$ cat config.mk
export PLATFORM = sky130hd
export DESIGN_NAME = adf4351_serial_sink
export DESIGN_NICKNAME = d
export VERILOG_FILES = /design/src/rtl/adf4351_pkg.sv /design/src/rtl/adf4351_shift_rx.sv /design/src/rtl/adf4351_serial_sink.sv
export SDC_FILE = /design/constraint.sdc
export NUM_CORES = 1
export LEC_CHECK = 0
export ABC_AREA = 1
export BUFFER_PORTS_ARGS = -buffer_cell sky130_fd_sc_hd__buf_2
export CAP_MARGIN = 10
export CORE_ASPECT_RATIO = 0.7
export CORE_MARGIN = 2
export CORE_UTILIZATION = 51
export CTS_BUF_LIST = sky130_fd_sc_hd__clkbuf_4 sky130_fd_sc_hd__clkbuf_8
export DETAILED_ROUTE_END_ITERATION = 10
export PLACE_DENSITY = 0.76
export SLEW_MARGIN = 20
export SYNTH_ARGS = -nofsm -noshare
export SYNTH_HDL_FRONTEND = slang
export SYNTH_SLANG_ARGS = --single-unit
$ cat constraint.sdc
create_clock -name clk_div -period 2.8 [get_ports clk_div]
set_input_delay 0 -clock clk_div [delete_from_list [all_inputs] [get_ports clk_div]]
set_output_delay 0 -clock clk_div [all_outputs]
set_load 0.05 [all_outputs]
$ cat src/rtl/adf4351_pkg.sv
// ============================================================================
// Module : adf4351_pkg
// Brief  : Shared constants, field offsets and LD state type for the ADF4351
//          serial sink.
// Rev    : 1.0  initial release
// ============================================================================
`default_nettype none

package adf4351_pkg;

  localparam int ADF_WORD_W = 32;

  localparam logic [2:0] ADF_R0 = 3'd0;
  localparam logic [2:0] ADF_R1 = 3'd1;
  localparam logic [2:0] ADF_R2 = 3'd2;
  localparam logic [2:0] ADF_R3 = 3'd3;
  localparam logic [2:0] ADF_R4 = 3'd4;
  localparam logic [2:0] ADF_R5 = 3'd5;

  localparam int ADF_NUM_REGS = 6;

  localparam int ADF_INT_LSB       = 15;
  localparam int ADF_INT_W         = 16;
  localparam int ADF_FRAC_LSB      = 3;
  localparam int ADF_FRAC_W        = 12;
  localparam int ADF_MOD_LSB       = 3;
  localparam int ADF_MOD_W         = 12;
  localparam int ADF_R2_PD_BIT     = 5;
  localparam int ADF_R4_DIVSEL_LSB = 20;
  localparam int ADF_R4_DIVSEL_W   = 3;

  localparam int         ADF_BITCNT_W   = 6;
  localparam logic [5:0] ADF_BITCNT_MAX = 6'd63;

  typedef enum logic [1:0] {
    LD_PD   = 2'd0,
    LD_WAIT = 2'd1,
    LD_LOCK = 2'd2
  } ld_state_t;

  // Control bits 6 and 7 do not map to a real register.
  function automatic logic adf_addr_ok(input logic [2:0] addr);
    return (addr <= ADF_R5);
  endfunction

endpackage

`default_nettype wire

$ cat src/rtl/adf4351_shift_rx.sv
// ============================================================================
// Module : adf4351_shift_rx
// Brief  : Serial front end: MSB-first shift register, saturating bit counter
//          and LE rise detection producing a latch strobe with address.
// Rev    : 1.0  initial release
// ============================================================================
`default_nettype none

module adf4351_shift_rx
  import adf4351_pkg::*;
#(
  parameter int MIN_BITS = 32
) (
  input  logic                  clk_div,
  input  logic                  rst_n,
  input  logic                  i_ser_data,
  input  logic                  i_ser_le,
  output logic [ADF_WORD_W-1:0] o_word,
  output logic [2:0]            o_addr,
  output logic                  o_latch,
  output logic                  o_full
);

  localparam logic [ADF_BITCNT_W:0] c_MIN_BITS = (ADF_BITCNT_W+1)'(MIN_BITS);

  logic [ADF_WORD_W-1:0]   r_sr;
  logic [ADF_BITCNT_W-1:0] r_bitcnt;
  logic                    r_le_q;

  always_ff @(posedge clk_div or negedge rst_n) begin
    if (!rst_n) begin
      r_sr     <= '0;
      r_bitcnt <= '0;
      r_le_q   <= 1'b0;
    end else begin
      r_le_q <= i_ser_le;
      if (!i_ser_le) begin
        r_sr <= {r_sr[ADF_WORD_W-2:0], i_ser_data};
        if (r_bitcnt != ADF_BITCNT_MAX) begin
          r_bitcnt <= r_bitcnt + 6'd1;
        end
      end else if (!r_le_q) begin
        r_bitcnt <= '0;
      end
    end
  end

  // The strobe is combinational so the bank updates on the very edge that
  // first samples LE high, while sr still holds the completed word.
  assign o_latch = i_ser_le & ~r_le_q;
  assign o_word  = r_sr;
  assign o_addr  = r_sr[2:0];
  assign o_full  = ({1'b0, r_bitcnt} >= c_MIN_BITS);

endmodule

`default_nettype wire

$ cat src/rtl/adf4351_serial_sink.sv
// ============================================================================
// Module : adf4351_serial_sink
// Brief  : ADF4351 3-wire receive end: register bank R0..R5, frame error
//          accounting and lock-detect emulation. Defining
//          ADF4351_SINK_DECODE_EN adds registered INT/FRAC/MOD/divider fields.
// Rev    : 1.0  initial release
// ============================================================================
`default_nettype none

module adf4351_serial_sink
  import adf4351_pkg::*;
#(
  parameter int LD_DELAY = 16,
  parameter int MIN_BITS = 32
) (
  input  logic                  clk_div,
  input  logic                  rst_n,
  input  logic                  i_ser_data,
  input  logic                  i_ser_le,
  input  logic                  i_ser_ce,
  output logic                  o_ld,
  output logic [ADF_WORD_W-1:0] o_r0,
  output logic [ADF_WORD_W-1:0] o_r1,
  output logic [ADF_WORD_W-1:0] o_r2,
  output logic [ADF_WORD_W-1:0] o_r3,
  output logic [ADF_WORD_W-1:0] o_r4,
  output logic [ADF_WORD_W-1:0] o_r5,
  output logic                  o_wr_stb,
  output logic [2:0]            o_wr_idx,
  output logic [5:0]            o_reg_valid,
  output logic                  o_frame_err,
  output logic [7:0]            o_err_cnt
`ifdef ADF4351_SINK_DECODE_EN
  ,
  output logic [15:0]           o_int_val,
  output logic [11:0]           o_frac_val,
  output logic [11:0]           o_mod_val,
  output logic [2:0]            o_rf_div_sel
`endif
);

  localparam logic [7:0] c_LD_DELAY = 8'(LD_DELAY);

  logic [ADF_WORD_W-1:0] w_word;
  logic [2:0]            w_addr;
  logic                  w_latch;
  logic                  w_full;
  logic                  w_accept;
  logic                  w_reject;
  logic                  w_r0_wr;
  logic                  w_pd;

  logic [ADF_WORD_W-1:0] r_regs [ADF_NUM_REGS];
  logic [5:0]            r_valid;
  logic                  r_wr_stb;
  logic [2:0]            r_wr_idx;
  logic                  r_frame_err;
  logic [7:0]            r_err_cnt;
  ld_state_t             r_ld_state;
  logic [7:0]            r_ld_cnt;
  logic                  r_ld;

  adf4351_shift_rx #(
    .MIN_BITS (MIN_BITS)
  ) u_shift_rx (
    .clk_div    (clk_div),
    .rst_n      (rst_n),
    .i_ser_data (i_ser_data),
    .i_ser_le   (i_ser_le),
    .o_word     (w_word),
    .o_addr     (w_addr),
    .o_latch    (w_latch),
    .o_full     (w_full)
  );

  assign w_accept = w_latch & w_full & adf_addr_ok(w_addr);
  assign w_reject = w_latch & ~(w_full & adf_addr_ok(w_addr));
  assign w_r0_wr  = w_accept & (w_addr == ADF_R0);
  assign w_pd     = ~i_ser_ce | r_regs[2][ADF_R2_PD_BIT];

  always_ff @(posedge clk_div or negedge rst_n) begin
    if (!rst_n) begin
      for (int i = 0; i < ADF_NUM_REGS; i++) begin
        r_regs[i] <= '0;
      end
      r_valid     <= '0;
      r_wr_stb    <= 1'b0;
      r_wr_idx    <= '0;
      r_frame_err <= 1'b0;
      r_err_cnt   <= '0;
    end else begin
      r_wr_stb    <= w_accept;
      r_frame_err <= w_reject;
      if (w_accept) begin
        r_wr_idx <= w_addr;
        for (int i = 0; i < ADF_NUM_REGS; i++) begin
          if (w_addr == 3'(i)) begin
            r_regs[i]  <= w_word;
            r_valid[i] <= 1'b1;
          end
        end
      end
      if (w_reject && (r_err_cnt != 8'hFF)) begin
        r_err_cnt <= r_err_cnt + 8'd1;
      end
    end
  end

  // Power-down dominates; an R0 write (re)arms the lock timer from any state.
  always_ff @(posedge clk_div or negedge rst_n) begin
    if (!rst_n) begin
      r_ld_state <= LD_PD;
      r_ld_cnt   <= '0;
      r_ld       <= 1'b0;
    end else if (w_pd) begin
      r_ld_state <= LD_PD;
      r_ld       <= 1'b0;
    end else if (w_r0_wr) begin
      r_ld_state <= LD_WAIT;
      r_ld_cnt   <= c_LD_DELAY;
      r_ld       <= 1'b0;
    end else begin
      case (r_ld_state)
        LD_PD: begin
          r_ld <= 1'b0;
          if (r_valid[0]) begin
            r_ld_state <= LD_WAIT;
            r_ld_cnt   <= c_LD_DELAY;
          end
        end
        LD_WAIT: begin
          if (r_ld_cnt <= 8'd1) begin
            r_ld_state <= LD_LOCK;
            r_ld_cnt   <= '0;
            r_ld       <= 1'b1;
          end else begin
            r_ld_cnt <= r_ld_cnt - 8'd1;
          end
        end
        LD_LOCK: begin
          r_ld <= 1'b1;
        end
        default: begin
          r_ld_state <= LD_PD;
          r_ld       <= 1'b0;
        end
      endcase
    end
  end

`ifdef ADF4351_SINK_DECODE_EN
  always_ff @(posedge clk_div or negedge rst_n) begin
    if (!rst_n) begin
      o_int_val    <= '0;
      o_frac_val   <= '0;
      o_mod_val    <= '0;
      o_rf_div_sel <= '0;
    end else begin
      o_int_val    <= r_regs[0][ADF_INT_LSB +: ADF_INT_W];
      o_frac_val   <= r_regs[0][ADF_FRAC_LSB +: ADF_FRAC_W];
      o_mod_val    <= r_regs[1][ADF_MOD_LSB +: ADF_MOD_W];
      o_rf_div_sel <= r_regs[4][ADF_R4_DIVSEL_LSB +: ADF_R4_DIVSEL_W];
    end
  end
`endif

  assign o_r0        = r_regs[0];
  assign o_r1        = r_regs[1];
  assign o_r2        = r_regs[2];
  assign o_r3        = r_regs[3];
  assign o_r4        = r_regs[4];
  assign o_r5        = r_regs[5];
  assign o_reg_valid = r_valid;
  assign o_wr_stb    = r_wr_stb;
  assign o_wr_idx    = r_wr_idx;
  assign o_frame_err = r_frame_err;
  assign o_err_cnt   = r_err_cnt;
  assign o_ld        = r_ld;

endmodule

`default_nettype wire

After elaboration in Yosys (flattened, before gate mapping)
Index checks and enable logic that the tools add are counted.
{"block": "totals", "register_bits": 261, "inputBits": 5, "out_inout_bits": 212, "wordCells": 83}
{"block": "op_classes", "n_addsub": 3, "magnitude_cmp": 3, "eq_ne": 14, "muxes": 16, "bitwise_logic": 11, "n_reduce_logical": 14}
{"cell": "8-bit two-way mux", "count": 3}
{"cell": "6-bit two-way mux", "count": 3}
{"cell": "8-bit one-hot mux with 2 select lines", "count": 1}
{"cell": "2-bit AND reduction", "count": 7}
{"cell": "8-bit by 1-bit adder with 8-bit output (second input constant)", "count": 1}
{"cell": "8-bit by 1-bit <= comparator with 1-bit output (second input constant)", "count": 1}
{"cell": "2-bit two-way mux", "count": 4}
{"cell": "4-bit inequality test (second input constant)", "count": 2}
{"cell": "8-bit inequality test (second input constant)", "count": 1}
{"cell": "8-bit by 1-bit subtractor with 8-bit output (second input constant)", "count": 1}
{"cell": "6-bit by 1-bit adder with 6-bit output (second input constant)", "count": 1}
{"cell": "1-bit AND", "count": 6}
{"cell": "3-bit by 2-bit equality test with 1-bit output (second input constant)", "count": 2}
{"cell": "3-bit equality test (second input constant)", "count": 2}
{"cell": "6-bit greater-or-equal comparator (second input constant)", "count": 1}
{"cell": "3-bit inequality test (second input constant)", "count": 2}
{"cell": "6-bit inequality test (second input constant)", "count": 1}
{"cell": "2-bit one-hot mux with 3 select lines", "count": 1}
{"cell": "3-bit AND reduction", "count": 2}
{"cell": "1-bit NOT", "count": 4}
{"cell": "3-bit by 1-bit equality test with 1-bit output (second input constant)", "count": 1}
{"cell": "3-bit <= comparator (second input constant)", "count": 1}
{"cell": "3-bit zero test", "count": 1}
{"cell": "1-bit two-way mux", "count": 3}
{"cell": "9 further kinds", "count": 9}

Logic depth before layout (Yosys ltp)
{"block": "depth", "ltp_word": 7, "depth_mapped": 11, "ltp_nobuf": 11}

Cells and area by module
Synthesis repeated with hierarchy kept, for this count alone.
{"block": "unflattened", "hier_cells": 1047, "area_unflattened_um2": 10311.1}
{"module": "adf4351_serial_sink", "n_inst": 1, "cells_per_inst": 861, "area_each_um2": 8680.8}
{"module": "adf4351_shift_rx", "n_inst": 1, "cells_per_inst": 186, "area_each_um2": 1630.3}

Worst setup path before layout
OpenSTA, ideal clock, no wires.
{"block": "synth_timing", "path_type": "flip-flop to flip-flop", "startpoint": "reg r_err_cnt[1] (netlist: o_err_cnt[1])", "endpoint": "reg r_err_cnt[4] (netlist: o_err_cnt[4])", "setup_ns": 0.119, "t_arrival_ns": 1.714, "t_required_ns": 2.681, "slack_ns": 0.966, "path_stages_with_launch": 9, "period_less_slack_ns": 1.834, "cell_sequence": "dfrtp_1 > ha_1 > nand2_1 > nor2_1 > nand3_1 > nand2_1 > inv_1 > nand3b_1 > nand2_1"}
{"block": "synth_via", "elab_chain_cells": 2}
{"element": "from (decl)", "line_no": "adf4351_serial_sink.sv:58", "source": "logic [7:0] r_err_cnt;"}
{"element": "from (signal assigned)", "line_no": "adf4351_serial_sink.sv:104", "source": "r_err_cnt <= r_err_cnt + 8'd1;"}
{"element": "parallel branches: the longest is 2 deep, another holds 8-bit by 1-bit adder with 8-bit output"}
Several ways; the timed one is not identified.
A chain may end at the register's enable or synchronous reset.

Final worst setup path
{"block": "layout_timing", "startpoint": "reg u_shift_rx.r_sr[2] (netlist: u_shift_rx.o_word[2])", "endpoint": "reg r_ld_cnt[3]"}
{"block": "layout_via", "elab_chain_cells": 5}
{"element": "from (decl)", "line_no": "adf4351_shift_rx.sv:26", "source": "logic [ADF_WORD_W-1:0] r_sr;"}
{"element": "from (signal assigned)", "line_no": "adf4351_shift_rx.sv:38", "source": "r_sr <= {r_sr[ADF_WORD_W-2:0], i_ser_data};"}
{"element": "3-bit <= comparator (*)", "line_no": "adf4351_pkg.sv:43", "source": "return (addr <= ADF_R5);"}
{"element": "1-bit AND (*)", "line_no": "adf4351_serial_sink.sv:76", "source": "assign w_accept = w_latch & w_full & adf_addr_ok(w_addr);"}
{"element": "named net w_accept", "line_no": "adf4351_serial_sink.sv:48", "source": "logic w_accept;"}
{"element": "1-bit AND (*)", "line_no": "adf4351_serial_sink.sv:78", "source": "assign w_r0_wr = w_accept & (w_addr == ADF_R0);"}
{"element": "3-bit inequality test (no source line) / 3-bit nonzero test (equally long branches)"}
{"element": "3-bit AND reduction (no source line)"}
{"element": "to (signal assigned)", "line_no": "adf4351_serial_sink.sv:120", "source": "r_ld_cnt <= c_LD_DELAY;"}
{"element": "to (signal assigned)", "line_no": "adf4351_serial_sink.sv:128", "source": "r_ld_cnt <= c_LD_DELAY;"}
{"element": "to (signal assigned)", "line_no": "adf4351_serial_sink.sv:137", "source": "r_ld_cnt <= r_ld_cnt - 8'd1;"}
{"element": "to (decl)", "line_no": "adf4351_serial_sink.sv:60", "source": "logic [7:0] r_ld_cnt;"}
Mark *: on every way through the listed nets, which the timed path passes. The rest lies on a longest branch.

==> flow_results.xml <==
<?xml version="1.0" encoding="UTF-8"?>
<metrics>
  <group name="detailed_routing">
    <metric name="drt.antenna.violating_nets" unit="">0</metric>
    <metric name="route.final.wire_length" unit="um">23000</metric>
    <metric name="vias" unit="">7643</metric>
    <metric name="wire_per_inst" unit="um">15.4</metric>
    <metric name="via_per_inst" unit="">5.10</metric>
    <metric name="firstDrtPassIters" unit="">5</metric>
    <metric name="drtIter0Drc" unit="">509</metric>
    <metric name="drc_errors" unit="">0</metric>
  </group>
  <group name="clock_tree">
    <metric name="cts_sinks" unit="">261</metric>
    <metric name="cts_inserted_buffers" unit="">38</metric>
    <metric name="insertion_delay_of_the_later_clocked_pin_in_the_worst_skew_pair" unit="ps">520</metric>
    <metric name="root_buffer" unit="">sky130_fd_sc_hd__clkbuf_8</metric>
    <metric name="clock_tree.htree_level_count" unit="">2</metric>
    <metric name="cts_setup_buffers" unit="">0</metric>
    <metric name="worst_setup_hold_path_clk_slew" unit="ps">60</metric>
    <metric name="cts_tree" unit="">built</metric>
    <metric name="cts_buffer_depth" unit="">3</metric>
  </group>
  <group name="critical_path">
    <metric name="worstPathArrival" unit="ps">2590</metric>
    <metric name="critPathMaxFanout" unit="">32</metric>
    <metric name="critical_path_source_type" unit="">flop</metric>
    <metric name="path_common_cell" unit="">sky130_fd_sc_hd__nand2_1</metric>
    <metric name="crit_path_cell_trace" unit="">nand2_1 -&gt; nand2_1 -&gt; nor2_4 -&gt; nand2_2 -&gt; nand3_1 -&gt; inv_1 -&gt; nor2_2 -&gt; nand2_1 -&gt; nand2_1</metric>
    <metric name="worst_setup_path_end_kind" unit="">flop</metric>
    <metric name="crit_path_top_delay_cell" unit="">sky130_fd_sc_hd__dfrtp_1</metric>
    <metric name="crit_required" unit="ps">3260</metric>
    <metric name="critPathKind" unit="">reg2reg</metric>
    <metric name="critical-path-max-stage-delay" unit="ps">460</metric>
  </group>
  <group name="yosys">
    <metric name="post-synth-top-count-cell" unit="">sky130_fd_sc_hd__nand2_1</metric>
    <metric name="yosys.area.top_type" unit="">sky130_fd_sc_hd__dfrtp_1</metric>
    <metric name="post_synth_and_or_nand_nor_area_fraction" unit="%">15.0</metric>
    <metric name="yosysTopAreaCellShare" unit="%">66.2</metric>
    <metric name="synth.mux.area_fraction" unit="%">0</metric>
    <metric name="synthArstFlopShare" unit="%">100</metric>
    <metric name="syn-mean-instance-area" unit="sq um">9.86</metric>
    <metric name="synth_cell_types" unit="">25</metric>
    <metric name="synth_top_flop_cell" unit="">sky130_fd_sc_hd__dfrtp_1</metric>
    <metric name="synth_compound_area_share" unit="%">11.6</metric>
    <metric name="synth_top_family_by_area" unit="">simple AND/OR/NAND/NOR gates</metric>
    <metric name="post_synth_instance_area" unit="sq mm">0.00987</metric>
    <metric name="yosys-top-cells-count" unit="">sky130_fd_sc_hd__nand2_1, sky130_fd_sc_hd__dfrtp_1, sky130_fd_sc_hd__o21ai_0</metric>
    <metric name="synth_seq_cells" unit="">261</metric>
    <metric name="synth_xor_xnor_area_share" unit="%">0.799</metric>
    <metric name="yosysWarningCount" unit="">0</metric>
    <metric name="synthesis.nets" unit="">1015</metric>
    <metric name="yosysSeqAreaShare" unit="%">66.2</metric>
    <metric name="ys_top_cells_by_area" unit="">sky130_fd_sc_hd__dfrtp_1, sky130_fd_sc_hd__nand2_1, sky130_fd_sc_hd__o21ai_0</metric>
    <metric name="yosys.area_share.adder" unit="%">1.14</metric>
    <metric name="syn_inst" unit="">1001</metric>
    <metric name="synth_enable_flop_cells" unit="">0</metric>
  </group>
  <group name="floorplanning">
    <metric name="design.die.area" unit="sq mm">0.0205</metric>
    <metric name="initial_utilization" unit="%">52.2</metric>
    <metric name="die-height" unit="um">120</metric>
    <metric name="die_width" unit="um">170</metric>
    <metric name="core_region_area" unit="sq mm">0.0189</metric>
    <metric name="ios" unit="">217</metric>
    <metric name="placementRows" unit="">42</metric>
  </group>
  <group name="cells_and_area">
    <metric name="num-nets-final" unit="">1246</metric>
    <metric name="proportion_of_layout_cells_with_a_drive_suffix_above_1" unit="%">24.6</metric>
    <metric name="flow.area_growth_from_synthesis" unit="%">22.0</metric>
    <metric name="design_area_final" unit="sq mm">0.0120</metric>
    <metric name="antenna_cells" unit="">0</metric>
  </group>
  <group name="placement">
    <metric name="gp_weighted_congestion" unit="">0.805</metric>
    <metric name="pre_cts_slack" unit="ps">719</metric>
    <metric name="dp.final_hpwl" unit="um">15200</metric>
    <metric name="detailed_place.area" unit="sq mm">0.0112</metric>
    <metric name="portBuffers" unit="">216</metric>
  </group>
  <group name="power">
    <metric name="power_per_cell_area" unit="mW/mm^2">805</metric>
    <metric name="cellLeakagePower" unit="nW">6.48</metric>
    <metric name="peakVddDrop" unit="mV">0.713</metric>
  </group>
  <group name="global_route">
    <metric name="antenna_found_initial" unit="">0</metric>
    <metric name="via_count_of_the_first_global_routing_pass" unit="">7259</metric>
    <metric name="grt.overflow.total" unit="">0</metric>
    <metric name="grt_start_max_net_pins" unit="">101</metric>
    <metric name="track_usage" unit="%">23.1</metric>
    <metric name="wire_length_of_the_first_global_routing_pass" unit="um">37800</metric>
  </group>
  <group name="sta">
    <metric name="slew_headroom" unit="%">49.4</metric>
    <metric name="drv_slew" unit="">0</metric>
    <metric name="finalWorstSetupSlack" unit="ps">665</metric>
    <metric name="setup_viol_count_final" unit="">0</metric>
    <metric name="hold_fails_final_rpt" unit="">0</metric>
    <metric name="final.min_clock_period" unit="ps">2140</metric>
    <metric name="maxClockFrequency" unit="MHz">468</metric>
    <metric name="setup_repair_after_global_routing_missed_its_margin" unit="">false</metric>
    <metric name="totalNegativeSetupSlack" unit="ps">0</metric>
    <metric name="final.period_utilization" unit="%">76.3</metric>
    <metric name="fin_worst_skew" unit="ps">16.1</metric>
    <metric name="tightest_slew" unit="ps">759</metric>
  </group>
  <group name="status">
    <metric name="outcome" unit="">finished clean</metric>
  </group>
  <group name="min_path">
    <metric name="min_path_type" unit="">in2async</metric>
  </group>
  <group name="run">
    <metric name="max_cap_violations" unit="">0</metric>
  </group>
</metrics>
[worst max-delay path: cells and delay by family (launching register included)]
family	cells	cell delay, ps
simple gates	8	1530
flops	1	460
buf+inv	1	80
[metal layers]
layer  track usage [%]  wire length, um
met1              34.7            11100
met2              34.3             9990
met3              5.40             1500
met4              6.09              403
met5                 0                0
[state kept, by name (all words and copies together), names as in the netlist]
register,count
o_err_cnt,8
o_frame_err,1
o_ld,1
o_r0,32
o_r1,32
o_r2,32
o_r3,32
o_r4,32
o_r5,32
o_reg_valid,6
o_wr_idx,3
o_wr_stb,1
r_ld_cnt,8
r_ld_state,2
u_shift_rx.o_word,32
u_shift_rx.r_bitcnt,6
u_shift_rx.r_le_q,1
[report_power, final]
group,internal [mW],total [mW],leakage (nW),switching [mW]
sequential,4.14,4.41,3.50,0.270
combinational,0.528,2.14,2.55,1.61
clock,1.76,3.16,0.429,1.40
[worst paths after layout]
path | slack, ps | depth (start not counted) | endpoint | from
worst max register to register | 660 | 9 | r_ld_cnt[3]$_DFFE_PN0P_ | u_shift_rx.o_word[2]$_DFFE_PN0N_
worst min register to register | 460 | 1 | o_r2[1]$_DFFE_PN0P_ | o_r2[1]$_DFFE_PN0P_
worst max-delay path | 660 | 9 | r_ld_cnt[3]$_DFFE_PN0P_ | u_shift_rx.o_word[2]$_DFFE_PN0N_
max in group asynchronous | 1840 | 3 | o_r2[22]$_DFFE_PN0P_ | rst_n
worst min-delay path | 100 | 2 | o_r5[11]$_DFFE_PN0P_ | rst_n
min in group clk_div | 250 | 4 | u_shift_rx.o_word[0]$_DFFE_PN0N_ | i_ser_data
[layout by cell type, fill, tap and decap left out, types with 3 or more instances in the layout]
cell type and instances:
sky130_fd_sc_hd__nand2_1 296, sky130_fd_sc_hd__dfrtp_1 261, sky130_fd_sc_hd__buf_2 215, sky130_fd_sc_hd__o21ai_0 198, sky130_fd_sc_hd__inv_1 82, sky130_fd_sc_hd__clkbuf_8 46
sky130_fd_sc_hd__nor2_1 30, sky130_fd_sc_hd__o21ai_1 20, sky130_fd_sc_hd__nand3_1 17, sky130_fd_sc_hd__clkbuf_4 13, sky130_fd_sc_hd__buf_4 12, sky130_fd_sc_hd__or2_2 9
sky130_fd_sc_hd__ha_1 9, sky130_fd_sc_hd__nand4_1 7, sky130_fd_sc_hd__a21oi_1 6, sky130_fd_sc_hd__xor2_1 5, sky130_fd_sc_hd__nor3_1 4, sky130_fd_sc_hd__xnor2_1 4
sky130_fd_sc_hd__clkinv_2 4, sky130_fd_sc_hd__dlygate4sd3_1 4, sky130_fd_sc_hd__buf_12 3
[timing repair]
item,4_1_cts,5_1_grt
resized for setup,0,0
endpoints found under the hold margin,102,0
hold buffers,4,0
[kinds of logic (layout without fill, tap and decap cells)]
| logic type | Yosys count | count (layout) |
|---|---|---|
| adders and majority gates | 9 | 9 |
| xor gates and xnor gates | 9 | 9 |
| DFF | 261 | 261 |
| buffers and inverters | 126 | 383 |
| and+or+nand+nor | 369 | 369 |
| AOI/OAI and AO/OA | 227 | 227 |
[per-stage QoR]
step | hold slack (ps) | utilization (%) | std cells | total power, mW
after floorplan | -296 | - | 1001 | 5.99
after global placement | 101 | 59.2 | 1430 | 6.54
final | 105 | 63.7 | 1500 | 9.70
after global routing | 146 | 63.7 | 1500 | 10.3
after CTS | 136 | 63.7 | 1500 | 9.79
after detailed placement | 101 | 59.2 | 1430 | 6.60
[final cells by class]
| type | instances | area (sq um) |
|---|---|---|
| clock buffers | 59 | 731 |
| inverters | 82 | 308 |
| flip-flops and latches | 261 | 6530 |
| repair buffers | 235 | 1280 |
| well taps | 242 | 303 |
| clock inverters | 7 | 67.6 |
| multi-input cells | 614 | 2820 |
| fillers | 1560 | 6870 |
Note: power is estimated with default switching activity, not from simulation.
